==> config.mk <==
export PLATFORM = sky130hd
export DESIGN_NAME = display_source_arbiter_flat
export DESIGN_NICKNAME = d
export VERILOG_FILES = /design/src/rtl/display_source_arbiter_if.sv /design/src/rtl/display_source_arbiter.sv /design/src/flat_wrapper.sv
export SDC_FILE = /design/constraint.sdc
export NUM_CORES = 1
export LEC_CHECK = 0
export ABC_CLOCK_PERIOD_IN_PS = 3100
export CAP_MARGIN = 10
export CORE_MARGIN = 2
export CORE_UTILIZATION = 30
export DETAILED_ROUTE_END_ITERATION = 8
export GPL_TIMING_DRIVEN = 0
export HOLD_SLACK_MARGIN = 0.12
export PLACE_DENSITY = 0.52
export SYNTH_ARGS = -nofsm -noshare
export SYNTH_HDL_FRONTEND = slang
export SYNTH_SLANG_ARGS = --single-unit
==> constraint.sdc <==
create_clock -name clk -period 3.1 [get_ports clk]
set_clock_uncertainty 0.05 [all_clocks]
set_input_delay 0.93 -clock clk [delete_from_list [all_inputs] [get_ports clk]]
set_output_delay 0.93 -clock clk [all_outputs]
set_load 0.02 [all_outputs]
==> src/rtl/display_source_arbiter_if.sv <==
// Bundle between display requesters and the display source arbiter.
// Requesters drive levels and values; the arbiter returns the registered grant and display drive.
interface display_source_arbiter_if #(
  parameter int unsigned NUM_SRC = 4
);
  localparam int unsigned IDX_W = $clog2(NUM_SRC);

  logic [NUM_SRC-1:0]   req;
  logic [8*NUM_SRC-1:0] src_value;
  logic [NUM_SRC-1:0]   grant;
  logic [IDX_W-1:0]     grant_idx;
  logic [7:0]           binary;
  logic                 blank;
  logic                 switch_pulse;

  modport master (
    output req, src_value,
    input  grant, grant_idx, binary, blank, switch_pulse
  );

  modport slave (
    input  req, src_value,
    output grant, grant_idx, binary, blank, switch_pulse
  );
endinterface

==> src/rtl/display_source_arbiter.sv <==
// Round-robin sharing of one seven-segment display among NUM_SRC requesters,
// with a minimum dwell per grant and a blank gap between different sources.
module display_source_arbiter #(
  parameter int unsigned NUM_SRC      = 4,
  parameter int unsigned DWELL_CYCLES = 20_000_000,
  parameter int unsigned GAP_CYCLES   = 2
) (
  input  logic                    clk,
  input  logic                    rst,
  display_source_arbiter_if.slave bus
);
  localparam int unsigned IDX_W = $clog2(NUM_SRC);
  localparam int unsigned CNT_W = $clog2(DWELL_CYCLES);
  localparam int unsigned GAP_W = (GAP_CYCLES > 1) ? $clog2(GAP_CYCLES) : 1;
  localparam logic [CNT_W-1:0] DWELL_LAST = CNT_W'(DWELL_CYCLES - 1);
  localparam logic [GAP_W-1:0] GAP_LAST   = GAP_W'((GAP_CYCLES > 0) ? GAP_CYCLES - 1 : 0);

  typedef enum logic [1:0] {IDLE, SHOW, GAP} state_t;

  state_t           state;
  logic [CNT_W-1:0] dwell_cnt;
  logic [GAP_W-1:0] gap_cnt;
  logic [IDX_W-1:0] last;

  logic             win_valid;
  logic [IDX_W-1:0] win_idx;
  logic             other_req;
  logic             release_now;
  logic             start_show;
  int unsigned      probe;

  function automatic logic [7:0] sel_value(input logic [8*NUM_SRC-1:0] v,
                                           input logic [IDX_W-1:0]     i);
    return 8'(v >> {i, 3'b000});
  endfunction

  // Nearest requester after the last granted one, wrapping around.
  always_comb begin
    win_valid = 1'b0;
    win_idx   = '0;
    probe     = 0;
    for (int unsigned k = 1; k <= NUM_SRC; k++) begin
      probe = (32'(last) + k) % NUM_SRC;
      if (!win_valid && bus.req[IDX_W'(probe)]) begin
        win_valid = 1'b1;
        win_idx   = IDX_W'(probe);
      end
    end
  end

  always_comb begin
    other_req   = |(bus.req & ~bus.grant);
    release_now = (state == SHOW) &&
                  (!bus.req[bus.grant_idx] || ((dwell_cnt == DWELL_LAST) && other_req));
    start_show  = win_valid &&
                  ((state == IDLE) || ((state == GAP) && (gap_cnt == GAP_LAST)));
  end

  always_ff @(posedge clk or posedge rst) begin
    if (rst) begin
      state            <= IDLE;
      bus.grant        <= '0;
      bus.grant_idx    <= '0;
      bus.binary       <= '0;
      bus.blank        <= 1'b1;
      bus.switch_pulse <= 1'b0;
      dwell_cnt        <= '0;
      gap_cnt          <= '0;
      last             <= IDX_W'(NUM_SRC - 1);
    end else begin
      bus.switch_pulse <= 1'b0;
      if (start_show) begin
        state            <= SHOW;
        bus.grant        <= NUM_SRC'(1) << win_idx;
        bus.grant_idx    <= win_idx;
        last             <= win_idx;
        bus.binary       <= sel_value(bus.src_value, win_idx);
        bus.blank        <= 1'b0;
        bus.switch_pulse <= 1'b1;
        dwell_cnt        <= '0;
      end else if (release_now) begin
        // Early release and dwell expiry with a waiting competitor both blank here.
        state         <= (GAP_CYCLES > 0) ? GAP : IDLE;
        bus.grant     <= '0;
        bus.grant_idx <= '0;
        bus.binary    <= '0;
        bus.blank     <= 1'b1;
        dwell_cnt     <= '0;
        gap_cnt       <= '0;
      end else begin
        case (state)
          SHOW: begin
            bus.binary <= sel_value(bus.src_value, bus.grant_idx);
            dwell_cnt  <= (dwell_cnt == DWELL_LAST) ? '0 : CNT_W'(dwell_cnt + 1'b1);
          end
          GAP: begin
            if (gap_cnt == GAP_LAST) state <= IDLE;
            else gap_cnt <= GAP_W'(gap_cnt + 1'b1);
          end
          IDLE: state <= IDLE;
          default: state <= IDLE;
        endcase
      end
    end
  end
endmodule

==> src/flat_wrapper.sv <==
// flat-port wrapper written by rule: the top's interface ports become plain ports
module display_source_arbiter_flat 
#(
  parameter int unsigned NUM_SRC      = 4,
  parameter int unsigned DWELL_CYCLES = 20_000_000,
  parameter int unsigned GAP_CYCLES   = 2
)
  (clk, rst, bus_req, bus_src_value, bus_grant, bus_grant_idx, bus_binary, bus_blank, bus_switch_pulse);
  display_source_arbiter_if #(.NUM_SRC(NUM_SRC)) bus_i ();
  input  logic clk;
  input  logic rst;
  input wire logic [$bits(bus_i.req)-1:0] bus_req;
  input wire logic [$bits(bus_i.src_value)-1:0] bus_src_value;
  output wire logic [$bits(bus_i.grant)-1:0] bus_grant;
  output wire logic [$bits(bus_i.grant_idx)-1:0] bus_grant_idx;
  output wire logic [$bits(bus_i.binary)-1:0] bus_binary;
  output wire logic [$bits(bus_i.blank)-1:0] bus_blank;
  output wire logic [$bits(bus_i.switch_pulse)-1:0] bus_switch_pulse;
  assign bus_i.req = bus_req;
  assign bus_i.src_value = bus_src_value;
  assign bus_grant = bus_i.grant;
  assign bus_grant_idx = bus_i.grant_idx;
  assign bus_binary = bus_i.binary;
  assign bus_blank = bus_i.blank;
  assign bus_switch_pulse = bus_i.switch_pulse;
  display_source_arbiter #(.NUM_SRC(NUM_SRC), .DWELL_CYCLES(DWELL_CYCLES), .GAP_CYCLES(GAP_CYCLES)) u_core (.clk(clk), .rst(rst), .bus(bus_i));
endmodule
Yosys cells after proc, flatten, opt, wreduce, memory -nomap -nowiden
Index checks and enable logic that the tools add are counted.
Widths: inputs -> output; s select.
{"block": "totals", "regBits": 46}
{"block": "classes", "magnitude_cmp": 5, "n_bitwise": 3, "shift": 3, "n_addsub": 6, "n_reduce_logical": 20, "eq_ne": 5, "mux": 39}
{"cell": "$mux 25", "n": 4}
{"cell": "$shr 32x5->8", "n": 2}
{"cell": "$add 25x1->25 const B", "n": 1}
{"cell": "$eq 25x25->1 const B", "n": 1}
{"cell": "$mux 8", "n": 3}
{"cell": "$mux 2", "n": 9}
{"cell": "$lt 2x3->1 const B", "n": 5}
{"cell": "$mux 1", "n": 15}
{"cell": "$bmux 1 s2", "n": 5}
{"cell": "$mux 4", "n": 2}
{"cell": "$logic_and 1x1->1", "n": 7}
{"cell": "$add 2x1->2 const B", "n": 2}
{"cell": "$add 2x2->2 const B", "n": 2}
{"cell": "$and 4x4->4", "n": 1}
{"cell": "$logic_not 1->1", "n": 4}
{"cell": "$ne 4x1->1 const B", "n": 1}
{"cell": "$not 4->4", "n": 1}
{"cell": "$pmux 2 s2", "n": 1}
{"cell": "$reduce_and 2->1", "n": 2}
{"cell": "$reduce_bool 2->1", "n": 2}
{"cell": "$reduce_or 4->1", "n": 1}
{"cell": "$shl 1x2->4 const A", "n": 1}
{"cell": "$ne 3x1->1 const B", "n": 1}
{"cell": "$reduce_bool 3->1", "n": 1}
{"cell": "other kinds (6)", "n": 7}

Depth between registers and ports, before layout
Gate-level depths: netlist (run 1).
{"block": "depth", "depth_word": 16, "depth_mapped": 8, "ltp_nobuf": 6}

Worst setup path before layout (run 1)
No wires, ideal clock.
{"block": "synth_timing", "path_kind": "input to register", "from": "input bus_req[3]", "to": "register u_core.bus.binary[1]", "path_slack_ns": 0.684, "t_required_ns": 2.926, "arrival_ns": 2.242, "stages": 6, "path_cell_list": "nor4_4 > or3_1 > buf_4 > nor3b_1 > a221o_1 > a211o_1"}
{"block": "synth_between", "elab_chain_cells": 14, "elab_cells_between_ends": 35, "classes_between": "shift (1); mux (20); bitwise (1); reduce/logical (13)"}
{"item": "start, declared", "line": "flat_wrapper.sv:12", "text": "input wire logic [$bits(bus_i.req)-1:0] bus_req;"}
{"item": "$bmux 1 s2", "line": "display_source_arbiter.sv:44", "text": "if (!win_valid && bus.req[IDX_W'(probe)]) begin"}
{"item": "$mux 1 (not written as such)", "line": "display_source_arbiter.sv:44"}
{"item": "$mux 1", "line": "display_source_arbiter.sv:44"}
{"item": "$logic_not 1->1", "line": "display_source_arbiter.sv:44"}
{"item": "$logic_and 1x1->1", "line": "display_source_arbiter.sv:44"}
{"item": "$mux 1", "line": "display_source_arbiter.sv:44"}
{"item": "$logic_not 1->1", "line": "display_source_arbiter.sv:44"}
{"item": "$logic_and 1x1->1", "line": "display_source_arbiter.sv:44"}
{"item": "$mux 1", "line": "display_source_arbiter.sv:44"}
{"item": "$logic_not 1->1", "line": "display_source_arbiter.sv:44"}
{"item": "$logic_and 1x1->1", "line": "display_source_arbiter.sv:44"}
{"item": "$mux 2 / $mux 1 (equally long branches)", "line": "display_source_arbiter.sv:44"}
{"item": "$shr 32x5->8 / $logic_and 1x1->1 (equally long branches)", "line": "display_source_arbiter.sv:34, display_source_arbiter.sv:55"}
{"item": "$mux 8 / $reduce_bool 3->1 (equally long branches)"}
{"item": "end signal, assigned", "line": "display_source_arbiter.sv:77", "text": "bus.binary <= sel_value(bus.src_value, win_idx);"}
{"item": "end signal, assigned", "line": "display_source_arbiter.sv:93", "text": "bus.binary <= sel_value(bus.src_value, bus.grant_idx);"}
{"item": "end, declared", "line": "display_source_arbiter_if.sv:23", "text": "output grant, grant_idx, binary, blank, switch_pulse"}
Parallel ways exist; a longest one is shown, timed or not. The select of a mux whose other input is x is not followed.
A chain may end at the register's enable or synchronous reset.

Final worst setup path (run 1)
{"block": "layout_timing", "from": "input bus_req[3]", "to": "register u_core.bus.binary[5]"}
The elaborated chain is that of the path after synthesis.

==> metrics.txt, run 1 <==
die height=104 um; HPWL after detailed placement=~6000 um; period utilisation layout=0.949; yosys warns=0; Post-DP Area=about 3700 um^2; WHS Path Cells=2; Pre-Repair DR Iteration Count=4; worst r2r path cells=6; Worst-Margin Slew=0.582 ns; Synth Cell Area=roughly 3000 um^2; ys flop type=dfrtp_1; initial antenna violation count=0; max cap viols=0; P per Cell Area=797 nW/um^2; Max IR drop VDD=0.402 mV; mean post-synth cell area=9.67 um^2; Seq/Total Area, Yosys=0.385; RSZ-0062 raised after global routing=false; total core area=a little under 10000 um^2; CTS resizes=0; crit-path max FO=10; Post-synth EDFFs=0; Post-DRT Antenna Nets=0; crit end category=flop; crit start category=input port; #FFs+latches synth=46; WL per Instance=between 15 and 20 um; Max-slew headroom=0.609; layout cells sized above 1=0.153; # setup viols final=0; CTS Hold Bufs=0; # port buffers=53; starting density of the core=0.308; Leakage Power=0.00148 uW; clk_lat worst skew=between 0.3 and 0.4 ns; die area=approximately 11000 um^2; status=finished, final reports clean; Longest Clk Path Bufs=2; Critical Path RT=3.25 ns; Yosys top cell area share=0.359; chip width=104 um; cell taking the most area after synthesis=dfrtp_1; most common cell in the netlist=dfrtp_1; gr usage total=0.155; crit path DAT=between 3 and 4 ns; hold slack final=0.418 ns; setup_tns=0 ns; Reg clk slew, reported paths=0.09 ns; Final min period=2.94 ns; HP Class=flop to flop; DRT iter0 DRCs=between 80 and 90; TritonCTS Buffers=5; Filler cells=roughly 1000; max frequency=340 MHz; CTS tree=yes; Clock Tree Root=clkbuf_8; Slew Viols, Final=0; GPL Wtd Cong=0.796; vias in the first global route=2646; Mapped Cells=slightly above 300; area growth from synthesis to final layout=27.1%; GR Overflow Total=0; Crit Path Class=input port to flop; vias=2644; CTS H-tree lvls=2; Final nets=410; drt via density=5.24; final hold violations=0; Post-CTS Setup Repair Bufs=0; syn nets=between 300 and 400; Rows=36; Distinct cells, synth=a little under 60; final instance area=3810 um^2; synth top area cells=dfrtp_1 (36%), mux4_2 (6.8%), mux2i_1 (4.3%); Top-Level Pins=54; largest net degree at the start of global routing=29; routed wire length=8250 um; diode count=0; first-pass GRT wire length=13700 um; Commonest cells post-synth=dfrtp_1 (43), nand2_1 (30), nor2_1 (21); CTS Sinks=46; # DRC=0; ys async rst share=1.00
-- state kept, by name, summed over array words and instances, names as in the netlist, 2 cells and up --
name                  flops
u_core.bus.grant          4
u_core.bus.grant_idx      2
u_core.dwell_cnt         25
u_core.last               2
u_core.state              2
u_core.bus.binary         8
-- final cells by class --
type                            instances  area (um^2)  area share
Multi-Input combinational cell        234         1700       0.446
Buffer                                 17         96.3      0.0253
Clock inverter                          2         12.5     0.00328
Tap cell                              133          166      0.0437
Timing Repair Buffer                   54          551       0.144
Clock buffer                            6         82.6      0.0217
Sequential cell                        46         1150       0.303
Inverter                               13         48.8      0.0128
-- where the power goes --
group | internal (uW) | switching, uW
sequential | 773 | 123
combinational | 759 | 984
clock | 180 | 219
total | 1710 | 1330
-- logic make-up after synthesis --
family,count (synthesis),synth area share
AND/OR/NAND/NOR,136,0.263
AO/OA/AOI/OAI,58,0.137
flip-flops,46,0.385
buffers and inverters,30,0.0480
multiplexers,24,0.119
XOR/XNOR,15,0.0438
adder cells (fa/ha/maj),1,0.00417
-- path summary, 6_finish.rpt --
check,startpoint,endpoint,slack (ns)
worst max-delay path,bus_req[3],u_core.bus.binary[5],0.16
max in group asynchronous,rst,u_core.dwell_cnt[16],1.60
min in group asynchronous,rst,u_core.bus.grant[0],0.89
worst min register to register,u_core.bus.blank,u_core.bus.blank,0.42
worst max register to register,u_core.dwell_cnt[17],u_core.dwell_cnt[16],0.78
worst min-delay path,u_core.bus.blank,u_core.bus.blank,0.42
-- placed cells by master (no fill, tap or decap), drive strengths merged, types with 5 or more instances in the layout --
master and instances:
nor4b 5, inv 13, nand2b 5, a21oi 8, dfrtp 43, mux2i 13
mux4 9, a211o 8, nor2b 5, buf 12, nand4 12, clkbuf 12
xor2 5, nor2 21, nand2 30, clkdlybuf4s50 53, xnor2 10, nor3 14
o21ai 18, nand3 9, nor4 13, a31oi 6
-- metrics by stage --
step | instances | setup slack, ns | utilization | total power (uW)
6_report | 505 | 0.157 | 0.392 | 3040
3_3_place_gp | 496 | -0.276 | 0.380 | 2650
4_1_cts | 505 | 0.00440 | 0.391 | 3080
2_1_floorplan | 310 | 0.684 | - | 2070
3_5_place_dp | 497 | -0.316 | 0.382 | 2660
5_1_grt | 505 | 0.00946 | 0.392 | 3270
-- layer usage --
metal,vias up,track usage,part of all wire,routed length (um)
li1,1278,-,-,-
met1,1296,0.207,0.47,3860
met2,64,0.265,0.48,3960
met3,6,0.0320,0.048,394
met4,0,0.0241,0.0045,37
met5,-,0,0,0
-- worst max-delay path: stages --
cell and delay [ns]:
clkdlybuf4s50_1 0.65, a21bo_2 0.26, a21oi_1 0.28, or2_2 0.17, buf_2 0.15, buf_2 0.26, nor3_1 0.09, a211o_2 0.30
Note: power is estimated with default switching activity, not from simulation.
==> inputs of run 2 (changes only) <==
--- a/config.mk
+++ b/config.mk
@@ -5,7 +5,6 @@
 export SDC_FILE = /design/constraint.sdc
 export NUM_CORES = 1
 export LEC_CHECK = 0
-export ABC_CLOCK_PERIOD_IN_PS = 3100
 export CAP_MARGIN = 10
 export CORE_MARGIN = 2
 export CORE_UTILIZATION = 30
@@ -13,6 +12,7 @@
 export GPL_TIMING_DRIVEN = 0
 export HOLD_SLACK_MARGIN = 0.12
 export PLACE_DENSITY = 0.52
+export SKIP_CTS_REPAIR_TIMING = 1
 export SYNTH_ARGS = -nofsm -noshare
 export SYNTH_HDL_FRONTEND = slang
 export SYNTH_SLANG_ARGS = --single-unit
==> results of run 2 <==
Final layout, timing and power as in run 1 (identical DEF).
==> inputs of run 3 (changes only) <==
--- a/config.mk
+++ b/config.mk
@@ -8,6 +8,7 @@
 export CAP_MARGIN = 10
 export CORE_MARGIN = 2
 export CORE_UTILIZATION = 30
+export CTS_CLUSTER_SIZE = 25
 export DETAILED_ROUTE_END_ITERATION = 8
 export GPL_TIMING_DRIVEN = 0
 export HOLD_SLACK_MARGIN = 0.12
==> results of run 3 <==
Final layout, timing and power as in run 1 (identical DEF).
